--- src/rtl/can_if_pkg.sv ---
// Shared definitions for the bus-to-CAN bridge: FSM state codes, local
// register offsets, bus RW encoding and a counter-width helper.
package can_if_pkg;

    typedef logic [1:0] state_t;

    localparam state_t ST_IDLE     = 2'd0;
    localparam state_t ST_REQ      = 2'd1;
    localparam state_t ST_RESP     = 2'd2;
    localparam state_t ST_WAIT_REL = 2'd3;

    // Offsets of the bridge-local registers relative to LOCAL_BASE
    localparam int unsigned IRQ_PEND_OFS = 0;
    localparam int unsigned IRQ_MASK_OFS = 1;

    localparam logic RW_READ  = 1'b1;
    localparam logic RW_WRITE = 1'b0;

    // Bits needed to hold 0..max_val, never less than one bit
    function automatic int cnt_width(input int max_val);
        return (max_val < 1) ? 1 : $clog2(max_val + 1);
    endfunction

endpackage

--- src/rtl/can_irq_ctrl.sv ---
// Interrupt controller for the bridge: rising-edge detection on the CAN
// interrupt lines, sticky write-1-to-clear pending bits, a mask register
// and a registered combined interrupt output.
module can_irq_ctrl #(
    parameter int N_IRQ = 4
) (
    input  logic             clk,
    input  logic             rst_n,
    input  logic [N_IRQ-1:0] i_irq,
    input  logic             i_wr_pend,
    input  logic             i_wr_mask,
    input  logic [N_IRQ-1:0] i_wdata,
    output logic [N_IRQ-1:0] o_pend,
    output logic [N_IRQ-1:0] o_mask,
    output logic             o_irq
);

    logic [N_IRQ-1:0] r_prev;
    logic [N_IRQ-1:0] r_pend;
    logic [N_IRQ-1:0] r_mask;
    logic             r_irq;
    logic [N_IRQ-1:0] w_rise;
    logic [N_IRQ-1:0] w_clr;

    assign w_rise = i_irq & ~r_prev;
    assign w_clr  = i_wr_pend ? i_wdata : '0;

    // Edge detect, pending (a new edge wins over a clear), mask, and output
    always_ff @(posedge clk or negedge rst_n) begin
        if (!rst_n) begin
            r_prev <= '0;
            r_pend <= '0;
            r_mask <= '0;
            r_irq  <= 1'b0;
        end else begin
            r_prev <= i_irq;
            r_pend <= (r_pend & ~w_clr) | w_rise;
            if (i_wr_mask) begin
                r_mask <= i_wdata;
            end
            r_irq  <= |(r_pend & r_mask);
        end
    end

    assign o_pend = r_pend;
    assign o_mask = r_mask;
    assign o_irq  = r_irq;

endmodule

--- src/rtl/can_bus_bridge.sv ---
// Bus-to-CAN-core access bridge. Turns a level-held bus request into a single
// handshaked CAN transaction with timeout, serves the local IRQ pending/mask
// registers, and stretches the CAN core reset after bus reset release.
module can_bus_bridge
    import can_if_pkg::*;
#(
    parameter int                DATA_W      = 32,
    parameter int                ADDR_W      = 8,
    parameter int                N_IRQ       = 4,
    parameter int                TIMEOUT_CYC = 255,
    parameter logic [ADDR_W-1:0] LOCAL_BASE  = 8'hF0,
    parameter int                RST_HOLD    = 2
) (
    input  logic              sys_clk,
    input  logic              Bus2IP_reset_n,
    input  logic              Bus2IP_CS,
    input  logic              Bus2IP_RW,
    input  logic [DATA_W-1:0] Bus2IP_data,
    input  logic [ADDR_W-1:0] Bus2IP_addr,
    output logic [DATA_W-1:0] IP2Bus_data,
    output logic              IP2Bus_ack,
    output logic              IP2Bus_interrupt,
    output logic              IP2Bus_error,
    output logic              IP2Can_reset,
    output logic              IP2Can_CS,
    output logic              IP2Can_RW,
    output logic [DATA_W-1:0] IP2Can_data,
    output logic [ADDR_W-1:0] IP2Can_addr,
    input  logic [DATA_W-1:0] Can2IP_data,
    input  logic              Can2IP_ack,
    input  logic [N_IRQ-1:0]  Can2IP_interrupt,
    input  logic              Can2IP_error
);

    localparam int CNT_W  = cnt_width(TIMEOUT_CYC);
    localparam int HOLD_W = cnt_width(RST_HOLD);
    localparam logic [ADDR_W-1:0] PEND_ADDR = LOCAL_BASE + ADDR_W'(IRQ_PEND_OFS);
    localparam logic [ADDR_W-1:0] MASK_ADDR = LOCAL_BASE + ADDR_W'(IRQ_MASK_OFS);

    state_t            r_state;
    logic              r_can_cs;
    logic              r_can_rw;
    logic [ADDR_W-1:0] r_can_addr;
    logic [DATA_W-1:0] r_can_data;
    logic [DATA_W-1:0] r_rdata;
    logic              r_err;
    logic [CNT_W-1:0]  r_cnt;
    logic [HOLD_W-1:0] r_hold;
    logic              r_can_rst;

    logic              w_start;
    logic              w_hit_pend;
    logic              w_hit_mask;
    logic              w_wr_pend;
    logic              w_wr_mask;
    logic [CNT_W-1:0]  w_cnt_inc;
    logic              w_timeout;
    logic [N_IRQ-1:0]  w_pend;
    logic [N_IRQ-1:0]  w_mask;
    logic [DATA_W-1:0] w_local_rdata;

    // A request is only taken from IDLE and never while the CAN core is held in reset
    assign w_start    = (r_state == ST_IDLE) && Bus2IP_CS && !r_can_rst;
    assign w_hit_pend = (Bus2IP_addr == PEND_ADDR);
    assign w_hit_mask = (Bus2IP_addr == MASK_ADDR);
    assign w_wr_pend  = w_start && w_hit_pend && (Bus2IP_RW == RW_WRITE);
    assign w_wr_mask  = w_start && w_hit_mask && (Bus2IP_RW == RW_WRITE);

    // Timeout fires on the cycle the request has been out for TIMEOUT_CYC cycles
    assign w_cnt_inc  = r_cnt + CNT_W'(1);
    assign w_timeout  = (TIMEOUT_CYC != 0) && (w_cnt_inc == CNT_W'(TIMEOUT_CYC));

    // Zero-extended readback of the local registers
    always_comb begin
        w_local_rdata = '0;
        if (w_hit_pend) begin
            w_local_rdata[N_IRQ-1:0] = w_pend;
        end else if (w_hit_mask) begin
            w_local_rdata[N_IRQ-1:0] = w_mask;
        end
    end

    // Keep the CAN core in reset for RST_HOLD clock edges after bus reset release
    always_ff @(posedge sys_clk or negedge Bus2IP_reset_n) begin
        if (!Bus2IP_reset_n) begin
            r_hold    <= HOLD_W'(RST_HOLD);
            r_can_rst <= 1'b1;
        end else begin
            if (r_hold != '0) begin
                r_hold <= r_hold - HOLD_W'(1);
            end
            r_can_rst <= (r_hold > HOLD_W'(1));
        end
    end

    // Transaction FSM: capture, CAN handshake with timeout, one-cycle response, release wait
    always_ff @(posedge sys_clk or negedge Bus2IP_reset_n) begin
        if (!Bus2IP_reset_n) begin
            r_state    <= ST_IDLE;
            r_can_cs   <= 1'b0;
            r_can_rw   <= 1'b0;
            r_can_addr <= '0;
            r_can_data <= '0;
            r_rdata    <= '0;
            r_err      <= 1'b0;
            r_cnt      <= '0;
        end else begin
            case (r_state)
                ST_IDLE: begin
                    if (w_start) begin
                        r_can_rw   <= Bus2IP_RW;
                        r_can_addr <= Bus2IP_addr;
                        r_can_data <= Bus2IP_data;
                        r_cnt      <= '0;
                        if (w_hit_pend || w_hit_mask) begin
                            r_rdata <= (Bus2IP_RW == RW_READ) ? w_local_rdata : '0;
                            r_err   <= 1'b0;
                            r_state <= ST_RESP;
                        end else begin
                            r_can_cs <= 1'b1;
                            r_state  <= ST_REQ;
                        end
                    end
                end
                ST_REQ: begin
                    if (Can2IP_ack) begin
                        r_can_cs <= 1'b0;
                        r_rdata  <= (r_can_rw == RW_READ) ? Can2IP_data : '0;
                        r_err    <= Can2IP_error;
                        r_state  <= ST_RESP;
                    end else if (w_timeout) begin
                        r_can_cs <= 1'b0;
                        r_rdata  <= '0;
                        r_err    <= 1'b1;
                        r_state  <= ST_RESP;
                    end else begin
                        r_cnt <= w_cnt_inc;
                    end
                end
                ST_RESP: begin
                    r_state <= ST_WAIT_REL;
                end
                ST_WAIT_REL: begin
                    if (!Bus2IP_CS) begin
                        r_state <= ST_IDLE;
                    end
                end
                default: begin
                    r_state <= ST_IDLE;
                end
            endcase
        end
    end

    can_irq_ctrl #(
        .N_IRQ (N_IRQ)
    ) u_irq (
        .clk       (sys_clk),
        .rst_n     (Bus2IP_reset_n),
        .i_irq     (Can2IP_interrupt),
        .i_wr_pend (w_wr_pend),
        .i_wr_mask (w_wr_mask),
        .i_wdata   (Bus2IP_data[N_IRQ-1:0]),
        .o_pend    (w_pend),
        .o_mask    (w_mask),
        .o_irq     (IP2Bus_interrupt)
    );

    assign IP2Bus_ack   = (r_state == ST_RESP);
    assign IP2Bus_error = (r_state == ST_RESP) && r_err;
    assign IP2Bus_data  = (r_state == ST_RESP) ? r_rdata : '0;
    assign IP2Can_reset = r_can_rst;
    assign IP2Can_CS    = r_can_cs;
    assign IP2Can_RW    = r_can_rw;
    assign IP2Can_data  = r_can_data;
    assign IP2Can_addr  = r_can_addr;

endmodule

--- config.mk ---
export PLATFORM = sky130hd
export DESIGN_NAME = can_bus_bridge
export DESIGN_NICKNAME = d
export VERILOG_FILES = /design/src/rtl/can_if_pkg.sv /design/src/rtl/can_irq_ctrl.sv /design/src/rtl/can_bus_bridge.sv
export SDC_FILE = /design/constraint.sdc
export NUM_CORES = 1
export LEC_CHECK = 0
export ABC_AREA = 1
export CORE_UTILIZATION = 50
export DETAILED_ROUTE_END_ITERATION = 12
export PLACE_DENSITY = 0.85
export SYNTH_ARGS = -nofsm -noshare
export SYNTH_HDL_FRONTEND = slang
export SYNTH_SLANG_ARGS = --single-unit
--- constraint.sdc ---
create_clock -name sys_clk -period 2.7 [get_ports sys_clk]
set_clock_uncertainty 0.05 [all_clocks]
set_input_delay 0.54 -clock sys_clk [delete_from_list [all_inputs] [get_ports sys_clk]]
set_output_delay 0.54 -clock sys_clk [all_outputs]
set_load 0.02 [all_outputs]
==> summary.md <==
| Metric | Value |
|---|---|
| Pint | `around 3.7 mW` |
| Pwr/cell area | `around 880 nW/um^2` |
| Finished Cell Area | `around 7000 um^2` |
| CP peak stage delay | `0.61 ns` |
| CTS H-tree lvls | `3` |
| CTS tree | `yes` |
| Min Hold Slack | `approximately 0.11 ns` |
| Die width | `slightly above 100 um` |
| Avg Cell Area, Syn | `8.485 um^2` |
| Clock latency on the worst-skew pair | `roughly 0.36 ns` |
| Post-synthesis cell count | `600` |
| Startpoint Class | `register` |
| Drt initial violations | `between 200 and 300` |
| Tcrit/Tclk final | `approximately 94%` |
| CP bufs+invs | `3` |
| Clock slew at reported path FFs | `approximately 0.090 ns` |
| Number of global-route vias before repair | `between 4000 and 5000` |
| Clock Power Share | `between 10 and 15%` |
| Wirelength per Cell | `approximately 14 um` |
| Total GRT Usage | `about a quarter` |
| Core area | `approximately 10000 um^2` |
| Area delta synth->final | `37.04%` |
| Critical path's slowest cell | `clkdlybuf4s50_1` |
| Die ar. | `~11000 um^2` |
| Commonest non-fill, non-tap cell in the layout | `nand2_1` |
| ANT cells | `0` |
| Critical Path, Cell by Cell | `inv_1 -> ha_2 -> buf_4 -> clkdlybuf4s50_1` |
| Antenna viol nets, final | `0` |
| Cell family with most CP delay | `buffers and inverters` |
| Via-per-instance ratio | `5.013` |
| F_max | `393.5 MHz` |
| Syn Nets | `691` |
| Io pins | `160` |
| PnR worst setup slack | `approximately 0.16 ns` |
| Synthesis-stage register bit count | `roughly 100` |
| Part of the Yosys area used for sequential elements | `approximately half` |
| Final Hold Vio Count | `0` |
| Outcome | `completed` |
| DP Area | `6771 um^2` |
| GR Overflow Total | `0` |
| Root Driver | `clkbuf_8` |
| Gpl congestion | `0.8940` |
| Area contributors post-synth | `dfrtp_1 49%, nand2_1 13%, inv_1 7.2%, mux2_2 7.1%, nand4_1 5.8%` |
| RSZ-0062 raised after global routing | `no` |
| Crit Path Category | `register to output pin` |
| Initial antenna violation count | `0` |
| Slew Limit Fails | `0` |
| Flop pwr share | `between 30% and 40%` |
| Place WS | `0.1388 ns` |
| Critical path fanouts, max | `9` |
| CP Data Required Time | `between 2 and 2.5 ns` |
| Pin count of the biggest net entering global routing | `58` |
| Rel. slew slack | `about three fifths` |
| CP arrival | `roughly 2 ns` |
| Min-delay worst type | `input port to async pin` |
| P_sw | `2.497 mW` |
| Row count | `36` |
| WL final | `12480 um` |
| Total CTS buffers | `9` |
| Via Count | `around 4500` |
| Number of distinct library cells after synthesis | `31` |
| GR met3 Demand/Resource | `7.593%` |
| Initial Util | `approximately half` |
| Combinational share of power | `roughly half` |
| Sw Share | `about two fifths` |
| Hpwl dp | `between 9000 and 10000 um` |
| Setup TNS | `0 ns` |
| Total power draw | `between 6 and 7 mW` |
| Share of layout cells above drive strength 1 | `roughly 11%` |
| Grt met1 use | `29.58%` |
| Crit end category | `output pin` |
| Cell taking the most area after synthesis | `dfrtp_1` |
| Busiest layer in global routing | `met2` |
| Hold buffers post-CTS | `0` |
| Post-synth top area share | `between 40% and 50%` |
| Min cycle time layout | `between 2 and 3 ns` |
| Met2 Use GR | `41.33%` |
| Leak | `between 3 and 4 nW` |
| Commonest cells after routing, fill and taps aside | `171 x nand2_1, 125 x clkdlybuf4s50_1, 99 x dfrtp_1, 97 x inv_1, 47 x nand4_1` |
| Clock sinks | `just over 100` |
| First-pass GRT wire length | `about 20000 um` |
| Port Buffers | `around 160` |
| Post-synthesis cell area | `slightly above 5000 um^2` |
| Ys Warns | `0` |
| Max VDD drop | `~0.7 mV` |
| Die height | `102.9 um` |
| # DRC | `0` |
| Post-CTS setup buffer count | `0` |
| Final setup violation count | `0` |
| Actual slew at the worst max-slew pin | `0.5837 ns` |
| Max Cap Violations | `0` |
| Initial DRT Pass Iterations | `5` |
| Longest Clk Path Bufs | `2` |
| Nets@finish | `~840` |
-- stage by stage --
step / instances / utilization, %
floorplan: 600 / -
CTS: 890 / 70.62
detailed placement: 875 / 68.96
global route: 890 / 71.05
finish: 890 / 71.05
global placement: 875 / 68.96
-- repair_timing --
item,CTS,global route
hold endpoints to repair,0,0
pin swaps,0,0
setup endpoints to repair,25,16
gates resized for setup,19,17
-- flip-flops by register name (all words and copies together) (netlist names) --
| signal | cells |
|---|---|
| IP2Can_CS | 1 |
| r_hold | 2 |
| r_err | 1 |
| u_irq.o_mask | 4 |
| IP2Can_RW | 1 |
| IP2Can_data | 32 |
| IP2Can_reset | 1 |
| u_irq.o_pend | 4 |
| IP2Can_addr | 8 |
| u_irq.o_irq | 1 |
| r_cnt | 8 |
| r_rdata | 32 |
| r_state | 2 |
| u_irq.r_prev | 4 |
-- Yosys cell counts --
cell type	n
dfstp_2	2
nand2_2	6
nor2_2	3
ha_1	9
a21oi_4	1
o21ai_1	1
buf_8	2
clkbuf_1	11
nand2_1	171
buf_6	3
dfrtp_1	99
mux2_2	32
buf_12	1
nand3_2	3
nand2_4	1
inv_1	97
nand4_2	1
nand3_4	1
a21oi_1	3
inv_2	1
o21a_1	1
buf_2	10
nor2_4	2
o21bai_1	1
nand4_1	47
a21oi_2	1
nor2_1	46
xnor2_1	1
o21ai_0	27
buf_4	1
nand3_1	15
-- per-layer routing --
layer  wire length [um]  share of wire [%]  vias up
li1                   -                  -     2179
met2               6138                 49      176
met3               1107                8.9       16
met5                  0                  0        -
met1               5062                 41     2091
met4                167                1.3        0
-- power by group through the flow --
stage                     Clock [mW]  Sequential (mW)  Combinational (mW)
final                          0.887             2.24                3.03
after global routing           0.957             2.29                3.26
after floorplan                    0             2.62                1.48
after global placement             0             2.24                2.94
after detailed placement           0             2.26                3.02
after CTS                      0.907             2.24                3.03
-- cells by family (layout without fill, tap and decap cells) --
group	Yosys count	after routing	synth area share, %
multiplexers	32	32	7.078
adder cells (fa/ha/maj)	9	9	2.212
flip-flops	101	101	49.69
XOR/XNOR	1	1	0.1721
AND/OR/NAND/NOR	296	296	26.20
buffers and inverters	126	283	10.81
AO/OA/AOI/OAI	35	35	3.834
-- cell type report --
type                            instances  area [um^2]
Timing Repair Buffer                  170         1723
Tap cell                              133        166.4
Clock buffer                           12        155.1
Fill cell                             782         2843
Sequential cell                       101         2530
Clock inverter                          3        21.27
Multi-Input combinational cell        373         2013
Inverter                               98        367.9
-- final timing paths --
kind | from | endpoint | slack [ns] | cells after the start
worst min-delay path | Bus2IP_reset_n | IP2Can_data[29] | 0.11 | 1
min in group sys_clk | u_irq.r_prev[1] | u_irq.o_pend[1] | 0.38 | 1
worst min register to register | u_irq.r_prev[1] | u_irq.o_pend[1] | 0.38 | 1
worst max register to register | r_state[0] | r_rdata[19] | 0.38 | 9
max in group asynchronous | Bus2IP_reset_n | IP2Can_reset | 1.73 | 2
worst max-delay path | r_state[0] | IP2Bus_ack | 0.16 | 4
(Power assumes the default switching activity.)
